[src/rtl/req_gnt_window_monitor.sv]
// req_gnt_window_monitor
//   Multi-channel request/grant window checker. Each channel checks the
//   property "$rose(req) |-> ##[MIN_DLY:MAX_DLY] gnt". It can also flag a
//   req that drops before its grant and a grant that arrives with no
//   attempt pending.
//
// Ports
//   clk, rst_n   : clock, asynchronous active-low reset
//   en           : checking enable; while low every channel sits in IDLE
//   clear        : synchronous clear of err_sticky, fail_cause and counters
//   req, gnt     : per-channel request / grant       [NUM_CH]
//   pass, fail   : 1-cycle verdict pulses             [NUM_CH]
//   err_sticky   : set on any fail, held until clear  [NUM_CH]
//   fail_cause   : 3 bits per channel: 0 none, 1 early, 2 timeout,
//                  3 req drop, 4 spurious gnt         [3*NUM_CH]
//   last_lat     : grant delay k of the last pass     [LAT_W*NUM_CH]
//   pass_cnt,
//   fail_cnt     : saturating global totals           [CNT_W]

// Per-channel checker. pass_nxt/fail_nxt are the verdicts being decided
// this cycle. The top level needs them to update its counters on the
// same edge that the registered pulses assert.
module req_gnt_window_ch #(
   parameter int MIN_DLY      = 4,
   parameter int MAX_DLY      = 32,
   parameter bit CHECK_STABLE = 1'b1,
   parameter int LAT_W        = $clog2(MAX_DLY+1)
) (
   input  logic             clk,
   input  logic             rst_n,
   input  logic             en,
   input  logic             clear,
   input  logic             req,
   input  logic             gnt,
   output logic             pass_nxt,
   output logic             fail_nxt,
   output logic             pass,
   output logic             fail,
   output logic             err_sticky,
   output logic [2:0]       fail_cause,
   output logic [LAT_W-1:0] last_lat
);
   localparam int CW = $clog2(MAX_DLY+1);

   typedef enum logic {IDLE, WAIT} state_t;

   state_t          state, st_nxt;
   logic [CW-1:0]   cnt, cnt_nxt;
   logic [2:0]      cause_nxt;
   logic [CW-1:0]   lat_nxt;
   logic            req_q;
   logic            rise;

   // req_q is always valid, so a rise seen on the first enabled cycle counts.
   assign rise = req & ~req_q;

   always_comb begin
      st_nxt    = state;
      cnt_nxt   = cnt;
      pass_nxt  = 1'b0;
      fail_nxt  = 1'b0;
      cause_nxt = 3'd0;
      lat_nxt   = cnt;
      if (!en) begin
         // An attempt pending at this point is dropped without a verdict.
         st_nxt  = IDLE;
         cnt_nxt = '0;
      end else begin
         case (state)
            IDLE: begin
               if (rise && gnt) begin
                  // The grant arrives on the rise sample itself, so k=0.
                  lat_nxt = '0;
                  if (MIN_DLY == 0) pass_nxt = 1'b1;
                  else begin
                     fail_nxt  = 1'b1;
                     cause_nxt = 3'd1;
                  end
               end else if (rise) begin
                  st_nxt  = WAIT;
                  cnt_nxt = CW'(1);
               end else if (gnt) begin
                  fail_nxt  = 1'b1;
                  cause_nxt = 3'd4;
               end
            end
            WAIT: begin
               // Order of checks: grant verdict, then req drop, then timeout.
               // A grant is judged even when req is low on the same sample.
               if (gnt) begin
                  st_nxt = IDLE;
                  if (cnt >= CW'(MIN_DLY)) pass_nxt = 1'b1;
                  else begin
                     fail_nxt  = 1'b1;
                     cause_nxt = 3'd1;
                  end
               end else if (CHECK_STABLE && !req) begin
                  st_nxt    = IDLE;
                  fail_nxt  = 1'b1;
                  cause_nxt = 3'd3;
               end else if (cnt == CW'(MAX_DLY)) begin
                  st_nxt    = IDLE;
                  fail_nxt  = 1'b1;
                  cause_nxt = 3'd2;
               end else begin
                  cnt_nxt = cnt + CW'(1);
               end
            end
            default: st_nxt = IDLE;
         endcase
      end
   end

   always_ff @(posedge clk or negedge rst_n) begin
      if (!rst_n) begin
         state      <= IDLE;
         cnt        <= '0;
         req_q      <= 1'b0;
         pass       <= 1'b0;
         fail       <= 1'b0;
         err_sticky <= 1'b0;
         fail_cause <= 3'd0;
         last_lat   <= '0;
      end else begin
         state <= st_nxt;
         cnt   <= cnt_nxt;
         req_q <= req;
         pass  <= pass_nxt;
         fail  <= fail_nxt;
         // A verdict on the same cycle as clear wins over the clear.
         if (clear) begin
            err_sticky <= 1'b0;
            fail_cause <= 3'd0;
         end
         if (fail_nxt) begin
            err_sticky <= 1'b1;
            fail_cause <= cause_nxt;
         end
         if (pass_nxt) last_lat <= LAT_W'(lat_nxt);
      end
   end
endmodule

module req_gnt_window_monitor #(
   parameter int NUM_CH       = 4,
   parameter int MIN_DLY      = 4,
   parameter int MAX_DLY      = 32,
   parameter bit CHECK_STABLE = 1'b1,
   parameter int CNT_W        = 16,
   parameter int LAT_W        = $clog2(MAX_DLY+1)
) (
   input  logic                    clk,
   input  logic                    rst_n,
   input  logic                    en,
   input  logic                    clear,
   input  logic [NUM_CH-1:0]       req,
   input  logic [NUM_CH-1:0]       gnt,
   output logic [NUM_CH-1:0]       pass,
   output logic [NUM_CH-1:0]       fail,
   output logic [NUM_CH-1:0]       err_sticky,
   output logic [3*NUM_CH-1:0]     fail_cause,
   output logic [LAT_W*NUM_CH-1:0] last_lat,
   output logic [CNT_W-1:0]        pass_cnt,
   output logic [CNT_W-1:0]        fail_cnt
);
   localparam int PCW = $clog2(NUM_CH+1);
   localparam int SW  = ((CNT_W > PCW) ? CNT_W : PCW) + 1;

   logic [NUM_CH-1:0] pass_nxt, fail_nxt;

   for (genvar g = 0; g < NUM_CH; g++) begin : g_ch
      req_gnt_window_ch #(
         .MIN_DLY      (MIN_DLY),
         .MAX_DLY      (MAX_DLY),
         .CHECK_STABLE (CHECK_STABLE),
         .LAT_W        (LAT_W)
      ) u_ch (
         .clk        (clk),
         .rst_n      (rst_n),
         .en         (en),
         .clear      (clear),
         .req        (req[g]),
         .gnt        (gnt[g]),
         .pass_nxt   (pass_nxt[g]),
         .fail_nxt   (fail_nxt[g]),
         .pass       (pass[g]),
         .fail       (fail[g]),
         .err_sticky (err_sticky[g]),
         .fail_cause (fail_cause[3*g +: 3]),
         .last_lat   (last_lat[LAT_W*g +: LAT_W])
      );
   end

   function automatic logic [PCW-1:0] popcnt(input logic [NUM_CH-1:0] v);
      logic [PCW-1:0] n;
      n = '0;
      for (int i = 0; i < NUM_CH; i++) n = n + PCW'(v[i]);
      return n;
   endfunction

   // The sum is computed wide enough that any overflow shows up in the
   // bits above CNT_W, which then forces the counter to all ones.
   function automatic logic [CNT_W-1:0] sat_add(input logic [CNT_W-1:0] a,
                                                input logic [PCW-1:0]   b);
      logic [SW-1:0] s;
      s = SW'(a) + SW'(b);
      if (s[SW-1:CNT_W] != '0) return '1;
      return s[CNT_W-1:0];
   endfunction

   always_ff @(posedge clk or negedge rst_n) begin
      if (!rst_n) begin
         pass_cnt <= '0;
         fail_cnt <= '0;
      end else begin
         // Clear comes first; this cycle's verdicts are added on top of it.
         pass_cnt <= sat_add(clear ? '0 : pass_cnt, popcnt(pass_nxt));
         fail_cnt <= sat_add(clear ? '0 : fail_cnt, popcnt(fail_nxt));
      end
   end
endmodule

[config.mk]
export PLATFORM = sky130hd
export DESIGN_NAME = req_gnt_window_monitor
export DESIGN_NICKNAME = d
export VERILOG_FILES = /design/src/rtl/req_gnt_window_monitor.sv
export SDC_FILE = /design/constraint.sdc
export NUM_CORES = 1
export LEC_CHECK = 0
export ABC_AREA = 0
export CAP_MARGIN = 20
export CORE_MARGIN = 5
export CORE_UTILIZATION = 45
export DETAILED_ROUTE_END_ITERATION = 8
export PLACE_DENSITY = 0.69
export SLEW_MARGIN = 40
export SYNTH_ARGS = -nofsm -noshare
export SYNTH_HDL_FRONTEND = slang
export SYNTH_SLANG_ARGS = --single-unit
[constraint.sdc]
create_clock -name clk -period 6.9 [get_ports clk]
set_input_delay 2.07 -clock clk [delete_from_list [all_inputs] [get_ports clk]]
set_output_delay 2.07 -clock clk [all_outputs]
set_load 0.05 [all_outputs]
### Word-level counts from Yosys, hierarchy flattened

Index checks and enable logic that the tools add are counted.

| word-level totals | value |
|---|---|
| register bits after elaboration | 112 |
| latch bits | 0 |
| memory bits (writable) | 0 |
| memory bits (read-only) | 0 |
| bits of input ports | 12 |
| output and inout port bits | 80 |
| logic and storage cells | 272 |
| memories kept | 0 |

| operators by class | value |
|---|---|
| $add $sub $neg | 12 |
| multipliers | 0 |
| div/mod/pow operators | 0 |
| $lt $le $gt $ge | 4 |
| equal/unequal tests | 24 |
| shift operators | 0 |
| muxes and demuxes | 174 |
| bitwise operators | 12 |
| reduce and logical (&&, ||, !) cells | 12 |

Operator list:

| operator | number |
|---|---|
| $mux 6 | 36 |
| $mux 16 | 6 |
| $mux 3 | 29 |
| $mux 1 | 83 |
| $ne 3x3->1 const B | 16 |
| $pmux 6 s2 | 4 |
| $add 16x3->17 | 2 |
| $add 6x1->6 const B | 4 |
| $eq 6x6->1 const B | 4 |
| $ge 6x3->1 const B | 4 |
| $pmux 3 s2 | 4 |
| $reduce_and 5->1 | 4 |
| $pmux 1 s2 | 8 |
| $ne 3x2->1 const B | 4 |
| $mux 2 | 4 |
| $not 1->1 | 8 |
| $reduce_bool 2->1 | 4 |
| $add 2x1->3 | 2 |
| $add 3x1->3 | 2 |
| $add 1x1->2 | 2 |
| $and 1x1->1 | 4 |
| $logic_and 1x1->1 | 4 |

### Depth between registers and ports, before layout

Gate-level depths: netlist of run 1.

| depth | value |
|---|---|
| word-level depth | 12 |
| gate-level depth with buffers | 17 |
| mapped depth without buffers | 16 |

### Modules after synthesis

From an unflattened synthesis of run 1, not the netlist that was laid out.

| second synthesis, totals | value |
|---|---|
| cell total of the unflattened synthesis | 563 |
| area, all modules | 5890.6 µm² |

By module, submodules not included:

| module | instances | cells each | area each (µm²) | seq. area each (µm²) |
|---|---|---|---|---|
| req_gnt_window_ch at g_ch[1].u_ch ... | 3 | 96 | 1013.5 | 500.5 |
| req_gnt_window_monitor | 1 | 179 | 1834.3 | 800.8 |
| req_gnt_window_ch at g_ch[0].u_ch | 1 | 96 | 1016.0 | 500.5 |

### Least setup slack after synthesis of run 1

Ideal clock, no wire load.

| path | value |
|---|---|
| kind | in2reg |
| from | in gnt[0] |
| to | reg pass_cnt[15] |
| library setup time | 0.122 ns |
| data arrival time | 5.097 ns |
| required time | 6.778 ns |
| slack | 1.682 ns |
| stages on the path | 14 |
| buffers on the path | 2 |
| cell sequence | clkbuf_1 inv_1 nor2_1 nand3_1 fa_1 fa_1 inv_1 fa_1 nand3_2 nor3_4 and2_1 buf_2 nor3_1 a2111oi_1 |

| on the way | value |
|---|---|
| word-level cells in the longest chain between the ends | 9 |

Ends and longest elaborated chain:

| item | RTL line | source |
|---|---|---|
| from (decl) | 157 | `input logic [NUM_CH-1:0] gnt,` |
| $mux 1 * | 90 | `if (gnt) begin` |
| $mux 1 * | 69 | `case (state)` |
| $mux 1 * | 64 | `if (!en) begin` |
| $add 1x1->2 * | 197 | `for (int i = 0; i < NUM_CH; i++) n = n + PCW'(v[i]);` |
| $add 2x1->3 * | 197 |  |
| $add 3x1->3 * | 197 |  |
| $add 16x3->17 * | 206 | `s = SW'(a) + SW'(b);` |
| $mux 1 | 207 | `if (s[SW-1:CNT_W] != '0) return '1;` |
| $mux 16 * | 208 | `return s[CNT_W-1:0];` |
| to (signal assigned) | 217 | `pass_cnt <= sat_add(clear ? '0 : pass_cnt, popcnt(pass_nxt));` |
| to (decl) | 163 | `output logic [CNT_W-1:0] pass_cnt,` |

Every way passes the cells marked *; elsewhere a longest branch is shown, timed or not.
A chain may end at the register's enable or synchronous reset.

### Final worst setup path of run 1

Ends and elaborated chain as after synthesis.

==> results of run 1 <==
==> final cells by class <==
type                       instances  share of cell area, %
timing repair buffer              96                   13.8
inverter                          29                   1.60
clock buffer                      12                   3.58
tap                              168                   3.06
clock inverter                     4                   1.11
sequential                       112                   40.8
multi-input combinational        374                   36.1
==> power by group <==
part           internal [mW]  switching (mW)
clock                  0.330           0.231
combinational         0.0596           0.122
sequential             0.675          0.0177
==> sequential cells by signal, indices dropped and copies added (netlist names) <==
register,cells
g_ch.u_ch.req_q,4
g_ch.u_ch.last_lat,24
fail_cnt,16
g_ch.u_ch.cnt,24
g_ch.u_ch.fail_cause,12
g_ch.u_ch.pass,4
g_ch.u_ch.state,4
pass_cnt,16
g_ch.u_ch.err_sticky,4
g_ch.u_ch.fail,4
==> final timing paths <==
path                                                           from                             endpoint  depth (start not counted)
max in group asynchronous                                     rst_n                fail_cnt[6]$_DFF_PN0_                          2
worst max-delay path                                         gnt[0]               pass_cnt[15]$_DFF_PN0_                         13
worst max register to register      g_ch[2].u_ch.cnt[3]$_DFFE_PN0P_                fail_cnt[8]$_DFF_PN0_                         14
min in group asynchronous                                     rst_n      g_ch[3].u_ch.cnt[0]$_DFFE_PN0P_                          1
worst min register to register  g_ch[0].u_ch.err_sticky$_DFFE_PN0P_  g_ch[0].u_ch.err_sticky$_DFFE_PN0P_                          1
worst min-delay path            g_ch[0].u_ch.err_sticky$_DFFE_PN0P_  g_ch[0].u_ch.err_sticky$_DFFE_PN0P_                          1
==> cell families (layout without fill, tap and decap cells) <==
| logic type | count (synthesis) | in the layout | synth area share (%) |
|---|---|---|---|
| xor+xnor | 33 | 33 | 5.18 |
| mux | 17 | 17 | 3.73 |
| simple gates | 209 | 209 | 19.0 |
| compound gates | 99 | 99 | 12.2 |
| flops | 112 | 112 | 50.3 |
| buf+inv | 61 | 141 | 5.23 |
| fa+ha+maj | 16 | 16 | 4.40 |
==> metal layers <==
metal / vias up / part of all wire [%]
met3: 17 / 4.1
met4: 0 / 1.5
met2: 114 / 47
li1: 2043 / -
met1: 2125 / 48
met5: - / 0
==> synth_stat cells, drive strengths merged (2+ instances only) <==
cell     instances  area share (%)
dfrtp          112              50
nand2           64             4.3
nor2            34             2.4
nand3           30             2.9
o21ai           30             2.7
inv             28             1.9
buf             19             2.4
nor2b           17             1.9
xnor2           17             2.7
a21oi           16             1.4
xor2            16             2.5
clkbuf          13            0.88
mux2            12             2.8
nor3            12             1.3
ha              10             2.2
nand2b          10             1.1
a32o             9             1.6
and3             9             1.0
nand4            9             1.0
and2             8            0.90
a211oi           6            0.81
fa               6             2.2
a21o             5            0.67
mux2i            5            0.90
or4              5            0.74
a31oi            4            0.45
a311oi           3            0.47
and4             3            0.47
o2111ai          3            0.47
o22ai            3            0.34
o31ai            3            0.40
o32ai            3            0.47
or3              3            0.34
a21boi           2            0.27
a22o             2            0.31
a22oi            2            0.27
o211a            2            0.36
o2bb2ai          2            0.31
==> cell usage in the layout, fill, tap and decap left out, types with 6 or more instances in the layout <==
cell type / count
xor2_1: 16
a32o_1: 9
fa_1: 6
nand2b_1: 10
and3_1: 9
nand2_1: 64
nand3_1: 28
mux2_4: 6
nor3_1: 11
clkbuf_16: 9
ha_1: 10
nor2_1: 32
clkdlybuf4s50_1: 90
a211oi_1: 6
nor2b_1: 17
xnor2_1: 17
inv_1: 28
nand4_1: 9
o21ai_0: 29
dfrtp_1: 112
a21oi_1: 16
and2_1: 7
mux2_2: 6
==> per-stage QoR <==
| stage | instances | hold WS [ps] | cell area, sq um | power (mW) |
|---|---|---|---|---|
| 5_1_grt | 795 | 500 | 6880 | 1.49 |
| 6_report | 795 | 481 | 6880 | 1.44 |
| 3_5_place_dp | 779 | 469 | 6550 | 0.887 |
| 2_1_floorplan | 547 | 454 | 5580 | 0.817 |
| 3_3_place_gp | 779 | 465 | 6550 | 0.885 |
| 4_1_cts | 795 | 484 | 6870 | 1.45 |
==> out/results.env, run 1 <==
RESULT_OF_THE_RUN='complete, no violations'
FINALNETCOUNT=650
CTSROOTBUFFERMASTER='clkbuf_16'
LARGEST_NET_DEGREE_AT_THE_START_OF_GLOBAL_ROUTING=63
PLACEMENT_ROWS=40
DRV.MAX_CAP_VIOLATION_COUNT=0
POSTLAYOUTCOREUTIL_PCT=57.0
DIE_Y_UM=121
TIMING_MAX_TRANSITION_VIOLATIONS_FINAL=0
SEQUENTIAL_STANDARD_CELL_AREA_SQ_UM=2800
MULTI_INPUT_COMB_AREA_SQ_UM=2480
WORST_EP_ARRIVAL_TIME_PS=5880
NUMBER_OF_ENABLE_FLIP_FLOP_CELLS_AFTER_SYNTHESIS=0
CRITPATHSLOWESTCELL='clkdlybuf4s50_1'
GRT_FIRST_PASS_WIRELENGTH_UM=21400
TOTALNEGATIVESETUPSLACK_PS=0
SYNTH_TO_FINAL_AREA_CHANGE_PCT=23.3
POSTCTSSETUPBUFFERS=0
CTS_REPAIR_RESIZE_COUNT=0
SYNTH-SEQ-AREA-SHARE_PCT=50.3
RSZ0062_AT_GRT='false'
CORE_AREA_SQ_UM=12100
MAX-VDD-IR-DROP_mV=0.172
DETAILEDPLACE.WORSTSLACK_PS=887
TIMING.CRITICAL_PATH.REQUIRED_PS=7120
DETAILED_PLACEMENT_HPWL_UM=9080
NUMBER_OF_DISTINCT_LIBRARY_CELL_VARIANTS_IN_THE_GATE_LEVEL_NETLIST_AFTER_SYNTHESIS=58
VIOLATION_COUNT_AFTER_THE_FIRST_DETAILED_ROUTING_ITERATION=252
DETAIL_ROUTE.FIRST_PASS.ITERATIONS=4
CTS_MADE_BUFFERS=9
TIMING_HOLD_VIOLATIONS_FINAL=0
CLK_LATENCY_PS=340
GRT_REMAINING_OVERFLOW=0
DRIVE_GT1_SHARE_PCT=6.70
AVGVIACOUNTPERCELL=5.41
TIMING.CRITICAL_PATH.BUF_INV=3
SYN-INSTANCE-COUNT=547
FIRST_GLOBAL_VIAS=4295
WORST_PATH_LARGEST_CELL_DELAY_PS=620
CP_MAX_FO=10
NUM_VIAS=4299
CTS.PATH.MAX_BUFFERS=2
NUMBER_OF_SYNTHESIZED_REGISTER_BITS=112
CLOCK_TREE_FROM_TRITONCTS='yes'
LEAST_MARGIN_PIN_SLEW_PS=642
DETAILED_ROUTE_WIRE_LENGTH_PER_CELL_UM=15.9
MAX_CLOCK_FREQ_MHz=177
GLOBALROUTEMET3UTIL_PCT=2.94
NUM-FILL-CELLS=1038
CRITICAL_PATH.STARTPOINT_TYPE='input port'
SETUP_VIOL=0
HTREEDEPTH=3
MET2_USAGE_GRT_PCT=28.0
CTS_HOLD_BUFFERS=0
P_LEAK_nW=3.05
POST-ROUTE-DRC-COUNT=0
INSERTEDDIODECOUNT=0
GLOBALROUTETOTALUTIL_PCT=17.8
WORST_CLOCK_SKEW_PS=10.7
NETLIST_AREA_SQ_UM=5580
CPLARGESTDELAYFAMILY='simple AND/OR/NAND/NOR gates'
SYN_AREA_PER_CELL_SQ_UM=10.2
INITIAL_UTILIZATION_PCT=46.2
GP_CONGESTION=0.840
CRITICALPATHCATEGORY='in2reg'
REGTOREGSETUPSLACK_PS=2850
GRT_UTIL_MET1_PCT=24.9
FINAL.SETUP.WORST_SLACK_PS=1240
FIN_CRIT_PS=5660
SYNTHARSTFLOPSHARE_PCT=100
YS_DOMINANT_REG_CELL='dfrtp_1'
CRITICAL_PATH.CELL_CHAIN='clkdlybuf4s50_1, inv_1, nor2_1, nand3_1, fa_1, fa_1, inv_1, fa_1, nand3_2, nor3_4, and2_1, nor3_1, a2111oi_1'
PWR_DENSITY_CELL_nW_PER_UM2=209
PERIOD_SHARE_PCT=82.0
HP-CLASS='reg2reg'
WL_UM=12600
GR-MAX-USAGE-LAYER='met2'
ANTENNA_FOUND_INITIAL=0
PORT_BUFFERS=91
DIE_AREA_SQ_UM=14700
CP_COMMON_CELL='fa_1'
NUMBER_OF_PORTS_PLACED_ON_THE_DIE_BOUNDARY=92
DIE_W_UM=121
ENDPOINT_KIND_OF_THE_WORST_SETUP_TIMING_PATH='register'
SYN-NUM-NETS=575
NUMCLOCKSINKS=112
YOSYSWARNINGCOUNT=0
MAX-SLEW-MARGIN-REL_PCT=57.2
CLKTRANSATPATHREGS_PS=70
ANT_NETS=0
(Power assumes the default switching activity.)
==> run 2: changes to the inputs <==
clock period = 5.55 ns   (was 6.9 ns; I/O delays follow)
==> out/results.env, run 2 (synthesis results as in run 1) <==
WORSTREG2REGSTART='g_ch[0].u_ch.cnt[3]$_DFFE_PN0P_'
SETUP_VIOL=0  # unchanged
TIMING.CRITICAL_PATH.REQUIRED_PS=5770  # -1350 ps
HP-CLASS='reg2reg'
ANT_NETS=0  # unchanged
DESIGN_POWER_TOTAL_mW=1.75  # +22%
P_LEAK_nW=3.09  # +1.1%
NUM_VIAS=4255  # -1.0%
PLACEMENT_ROWS=40  # unchanged
LARGEST_NET_DEGREE_AT_THE_START_OF_GLOBAL_ROUTING=85  # +35%
CTS_REPAIR_RESIZE_COUNT=0  # unchanged
GRT_REMAINING_OVERFLOW=0  # unchanged
PWR_DENSITY_CELL_nW_PER_UM2=253  # +21%
FIN_CRIT_PS=4820
DIE_AREA_SQ_UM=14700  # unchanged
WORST_EP_ARRIVAL_TIME_PS=5040  # -840 ps
TOTALNEGATIVESETUPSLACK_PS=0  # unchanged
CLOCK_TREE_FROM_TRITONCTS='yes'
CTSROOTBUFFERMASTER='clkbuf_16'
FIRST_GLOBAL_VIAS=4198  # -2.3%
HTREEDEPTH=3  # unchanged
PERIOD_SHARE_PCT=86.9
WORST_R2R_ENDPOINT='fail_cnt[7]$_DFF_PN0_'
INSERTEDDIODECOUNT=0  # unchanged
LAYOUT_TOP_REGISTERS='g_ch.u_ch.cnt: 24 flops, g_ch.u_ch.last_lat: 24 flops'
TIMING_HOLD_VIOLATIONS_FINAL=0  # unchanged
DETAILED_ROUTE_WIRE_LENGTH_PER_CELL_UM=15.9  # about the same
LEAST_MARGIN_PIN_SLEW_PS=672  # +29.5 ps
CRITICALPATHCATEGORY='in2reg'
WORST_CLOCK_SKEW_PS=6.29  # -4.37 ps
ANTENNA_FOUND_INITIAL=0  # unchanged
DIE_W_UM=121  # unchanged
POSTLAYOUTCOREUTIL_PCT=57.4  # +0.38 points
CTS.PATH.MAX_BUFFERS=2  # unchanged
POST-ROUTE-DRC-COUNT=0  # unchanged
MAX_CLOCK_FREQ_MHz=207
DIE_Y_UM=121  # unchanged
MAX-VDD-IR-DROP_mV=0.221  # +29%
VIOLATION_COUNT_AFTER_THE_FIRST_DETAILED_ROUTING_ITERATION=269  # +6.7%
RSZ0062_AT_GRT='false'
CORE_AREA_SQ_UM=12100  # unchanged
CTS_HOLD_BUFFERS=0  # unchanged
DRIVE_GT1_SHARE_PCT=8.19  # +1.5 points
WORSTREGTOREGCELLS=13  # -1
TIMING_MAX_TRANSITION_VIOLATIONS_FINAL=0  # unchanged
CLKTRANSATPATHREGS_PS=80  # about the same
WL_UM=12800  # +1.1%
AVGVIACOUNTPERCELL=5.30  # -2.0%
GLOBALROUTETOTALUTIL_PCT=18.3  # +0.48 points
CP_MAX_FO=8  # -2
INITIAL_UTILIZATION_PCT=46.2  # unchanged
POSTCTSSETUPBUFFERS=0  # unchanged
REGTOREGSETUPSLACK_PS=1750  # -1100 ps
DETAIL_ROUTE.FIRST_PASS.ITERATIONS=5  # +1
COMMONEST_NON_FILL_NON_TAP_CELL_IN_THE_LAYOUT='dfrtp_1'
CRITICAL_PATH.STARTPOINT_TYPE='input port'
CTS_MADE_BUFFERS=9  # unchanged
RESULT_OF_THE_RUN='complete, no violations'
LAYOUT_COMMON_CELLS='dfrtp_1 (112), clkdlybuf4s50_1 (90), nand2_1 (64)'
GP_CONGESTION=0.842  # +0.35%
ENDPOINT_KIND_OF_THE_WORST_SETUP_TIMING_PATH='register'
PORT_BUFFERS=91  # unchanged
CLK_LATENCY_PS=350  # about the same
NUMBER_OF_PORTS_PLACED_ON_THE_DIE_BOUNDARY=92  # unchanged
MAX-SLEW-MARGIN-REL_PCT=55.2  # -2.0 points
CRIT_PATH_LAUNCH='gnt[0]'
FINALNETCOUNT=658  # +1.2%
DRV.MAX_CAP_VIOLATION_COUNT=0  # unchanged
NUM-FILL-CELLS=1021  # -1.6%
DETAILED_PLACEMENT_HPWL_UM=9150  # +0.83%
CP-ENDPOINT='pass_cnt[15]$_DFF_PN0_'
GRT_FIRST_PASS_WIRELENGTH_UM=21700  # +1.5%
NUMCLOCKSINKS=112  # unchanged
SYNTH_TO_FINAL_AREA_CHANGE_PCT=24.2
run 2: changes by cell type in the layout (fill, tap and decap cells not counted):
cell / previous run / this run
buf_4: 5 / 13
buf_6: 1 / 0
bufinv_16: 2 / 1
clkbuf_1: 2 / 0
clkinv_4: 0 / 4
run 2: worst min-delay path by stage:
| stage | start | endpoint | cells past startpoint |
|---|---|---|---|
| 2_1_floorplan | g_ch[3].u_ch.err_sticky$_DFFE_PN0P_ | g_ch[3].u_ch.err_sticky$_DFFE_PN0P_ | 1 |
| 3_3_place_gp | g_ch[1].u_ch.last_lat[2]$_DFFE_PN0P_ | g_ch[1].u_ch.last_lat[2]$_DFFE_PN0P_ | 2 |
| 3_5_place_dp | g_ch[1].u_ch.last_lat[2]$_DFFE_PN0P_ | g_ch[1].u_ch.last_lat[2]$_DFFE_PN0P_ | 2 |
| 4_1_cts | g_ch[1].u_ch.last_lat[2]$_DFFE_PN0P_ | g_ch[1].u_ch.last_lat[2]$_DFFE_PN0P_ | 2 |
| 5_1_grt | g_ch[0].u_ch.last_lat[4]$_DFFE_PN0N_ | g_ch[0].u_ch.last_lat[4]$_DFFE_PN0N_ | 1 |
| 6_report | g_ch[1].u_ch.last_lat[2]$_DFFE_PN0P_ | g_ch[1].u_ch.last_lat[2]$_DFFE_PN0P_ | 2 |
run 2: power by group:
part | total [mW] | switching [mW] | internal [mW] | leakage, nW
clock | 0.658 | 0.303 | 0.355 | 0.146
combinational | 0.231 | 0.154 | 0.0770 | 1.41
sequential | 0.859 | 0.0207 | 0.839 | 1.53
total | 1.75 | 0.478 | 1.27 | 3.09
run 2: layer usage:
layer,wire length [um],track usage (%)
met5,0,0
met4,260,6.16
met3,664,3.45
met2,5890,28.1
met1,5970,26.1
run 2: metrics by stage:
step | cell area, sq um | cells | setup slack [ps] | hold WS, ps
detailed placement | 6610 | 787 | 403 | 463
CTS | 6920 | 803 | 768 | 482
global route | 6920 | 803 | 456 | 515
global placement | 6610 | 787 | 515 | 467
finish | 6920 | 803 | 729 | 481
floorplan | 5580 | 547 | 737 | 454
run 2: cell type report:
type | instances | area [sq um] | area share, %
Sequential cell | 112 | 2800 | 40.5
Multi-Input combinational cell | 374 | 2480 | 35.8
Timing Repair Buffer | 104 | 1010 | 14.6
Clock buffer | 9 | 225 | 3.25
Tap cell | 168 | 210 | 3.04
Inverter | 29 | 110 | 1.59
Clock inverter | 7 | 81.3 | 1.17
run 2: critical path, cell delays in order:
cell,delay (ps)
clkdlybuf4s50_1,630
inv_1,100
nor2_1,150
nand3_1,160
fa_1,510
fa_1,410
inv_1,90
fa_1,220
nand3_2,130
nor3_4,260
and2_1,270
nor3_1,80
a2111oi_1,370
==> run 3: changes to the inputs <==
GPL_TIMING_DRIVEN = 0   (was default)
==> out/results.env, run 3 (synthesis results as in run 1) <==
MAX-SLEW-MARGIN-REL_PCT=59.8  # +4.6 points
MIN_PATH_CELLS=2  # unchanged
INSERTEDDIODECOUNT=0  # unchanged
POSTCTSSETUPBUFFERS=0  # unchanged
CLOCK_TREE_FROM_TRITONCTS='yes'
DIE_W_UM=121  # unchanged
CLK_LATENCY_PS=340  # about the same
WORST_R2R_ENDPOINT='fail_cnt[7]$_DFF_PN0_'
DIE_Y_UM=121  # unchanged
VIOLATION_COUNT_AFTER_THE_FIRST_DETAILED_ROUTING_ITERATION=253  # -5.9%
RSZ0062_AT_GRT='false'
FIRST_GLOBAL_VIAS=4328  # +3.1%
PLACEMENT_ROWS=40  # unchanged
REGTOREGSETUPSLACK_PS=1600  # -150 ps
WORSTREGTOREGCELLS=14  # +1
CTS_REPAIR_RESIZE_COUNT=1  # +1
NUMBER_OF_PORTS_PLACED_ON_THE_DIE_BOUNDARY=92  # unchanged
DETAILED_ROUTE_WIRE_LENGTH_PER_CELL_UM=15.8  # -0.45%
TOTALNEGATIVESETUPSLACK_PS=0  # unchanged
WORSTREG2REGSTART='g_ch[2].u_ch.cnt[3]$_DFFE_PN0P_'
CORE_AREA_SQ_UM=12100  # unchanged
ENDPOINT_KIND_OF_THE_WORST_SETUP_TIMING_PATH='register'
CRITICALPATHCATEGORY='in2reg'
SETUP_VIOL=0  # unchanged
WHS_ENDPOINT='g_ch[0].u_ch.last_lat[0]$_DFFE_PN0N_'
CRIT_PATH_LAUNCH='en'
LAYOUT_COMMON_CELLS='dfrtp_1 (112), clkdlybuf4s50_1 (88), nand2_1 (64)'
COMMONEST_NON_FILL_NON_TAP_CELL_IN_THE_LAYOUT='dfrtp_1'
LEAST_MARGIN_PIN_SLEW_PS=602  # -69.5 ps
INITIAL_UTILIZATION_PCT=46.2  # unchanged
CTSROOTBUFFERMASTER='clkbuf_16'
DRIVE_GT1_SHARE_PCT=8.78  # +0.59 points
HP-CLASS='reg2reg'
DETAIL_ROUTE.FIRST_PASS.ITERATIONS=4  # -1
P_LEAK_nW=3.12  # +1.1%
DETAILED_PLACEMENT_HPWL_UM=9490  # +3.7%
NUMCLOCKSINKS=112  # unchanged
GP_CONGESTION=0.877  # +4.1%
WL_UM=12900  # +1.3%
GRT_REMAINING_OVERFLOW=0  # unchanged
ANT_NETS=0  # unchanged
DETAILEDPLACE.WORSTSLACK_PS=-375  # -779 ps
CRITICAL_PATH.STARTPOINT_TYPE='input port'
FINALNETCOUNT=674  # +2.4%
TIMING.CRITICAL_PATH.REQUIRED_PS=5780  # about the same
WORST_EP_ARRIVAL_TIME_PS=5440  # +400 ps
POSTLAYOUTCOREUTIL_PCT=58.0  # +0.58 points
PWR_DENSITY_CELL_nW_PER_UM2=244  # -3.2%
FINAL.SETUP.WORST_SLACK_PS=339  # -390 ps
LAYOUT_TOP_REGISTERS='g_ch.u_ch.cnt: 24 flops, g_ch.u_ch.last_lat: 24 flops'
GRT_FIRST_PASS_WIRELENGTH_UM=21800  # +0.32%
NUM-FILL-CELLS=1066  # +4.4%
PORT_BUFFERS=89  # -2.2%
TIMING_MAX_TRANSITION_VIOLATIONS_FINAL=0  # unchanged
FIN_HOLD_WS_PS=477  # -4.02 ps
RESULT_OF_THE_RUN='complete, no violations'
MAX-VDD-IR-DROP_mV=0.186  # -16%
LARGEST_NET_DEGREE_AT_THE_START_OF_GLOBAL_ROUTING=74  # -13%
DRV.MAX_CAP_VIOLATION_COUNT=0  # unchanged
WORST_CLOCK_SKEW_PS=6.40  # +0.106 ps
CP_MAX_FO=10  # +2
NUM_VIAS=4341  # +2.0%
FIN_CRIT_PS=5210  # +390 ps
ANTENNA_FOUND_INITIAL=0  # unchanged
MAX_CLOCK_FREQ_MHz=192  # -7.5%
HOLDCRITSTARTPOINT='g_ch[0].u_ch.last_lat[0]$_DFFE_PN0N_'
POST-ROUTE-DRC-COUNT=0  # unchanged
CTS_MADE_BUFFERS=9  # unchanged
TIMING_HOLD_VIOLATIONS_FINAL=0  # unchanged
AVGVIACOUNTPERCELL=5.31  # +0.27%
PERIOD_SHARE_PCT=93.9  # +7.0 points
CTS_HOLD_BUFFERS=0  # unchanged
CTS.PATH.MAX_BUFFERS=2  # unchanged
HTREEDEPTH=3  # unchanged
SYNTH_TO_FINAL_AREA_CHANGE_PCT=25.4
DIE_AREA_SQ_UM=14700  # unchanged
CLKTRANSATPATHREGS_PS=70  # about the same
GLOBALROUTETOTALUTIL_PCT=18.3  # -0.029 points
==> run 3: cell count changes in the layout (fill, tap and decap cells not counted), sizes merged <==
cell,delta
buf,+7
clkbuf,+16
inv,-1
clkinvlp,-1
bufinv,-1
clkinv,-4
clkdlybuf4s50,-2
==> run 3: routing by layer <==
metal	vias up	global-route usage [%]	share of wire, %
li1	2090	-	-
met1	2129	25.5	47
met2	111	28.2	46
met3	11	4.76	5.4
met4	0	5.18	1.0
met5	-	0	0
==> run 3: final cells by class <==
type                       instances  area, sq um  area share (%)
tap                              168          210            3.01
buffer                            30          174            2.49
inverter                          29          110            1.57
multi-input combinational        374         2500            35.7
clock buffer                      14          274            3.92
sequential                       112         2800            40.1
timing repair buffer              90          923            13.2
==> run 3: critical path: stages <==
cell and delay [ps]:
clkdlybuf4s50_1 530, buf_2 240, inv_1 160, nor2_2 310, nand3_4 200, fa_1 530
fa_1 400, inv_1 80, fa_1 220, nand3_2 130, nor3_4 270, and2_1 160
buf_2 150, nor3_1 70, a2111oi_1 340
==> run 3: worst max-delay path by stage <==
| stage | to |
|---|---|
| 2_1_floorplan | pass_cnt[15]$_DFF_PN0_ |
| 3_3_place_gp | pass_cnt[6]$_DFF_PN0_ |
| 3_5_place_dp | pass_cnt[15]$_DFF_PN0_ |
| 4_1_cts | pass_cnt[15]$_DFF_PN0_ |
| 5_1_grt | pass_cnt[15]$_DFF_PN0_ |
| 6_report | pass_cnt[15]$_DFF_PN0_ |
==> run 3: where the power goes <==
group          switching (mW)  internal [mW]  leakage, nW
clock                   0.274          0.337        0.135
combinational           0.160         0.0811         1.45
sequential             0.0174          0.839         1.53
==> run 3: metrics by stage <==
step	instance area [sq um]	instances	total power [mW]
finish	6990	817	1.71
global route	6990	817	1.78
CTS	6990	819	1.72
detailed placement	6710	805	1.11
global placement	6680	804	1.11
floorplan	5580	547	1.02
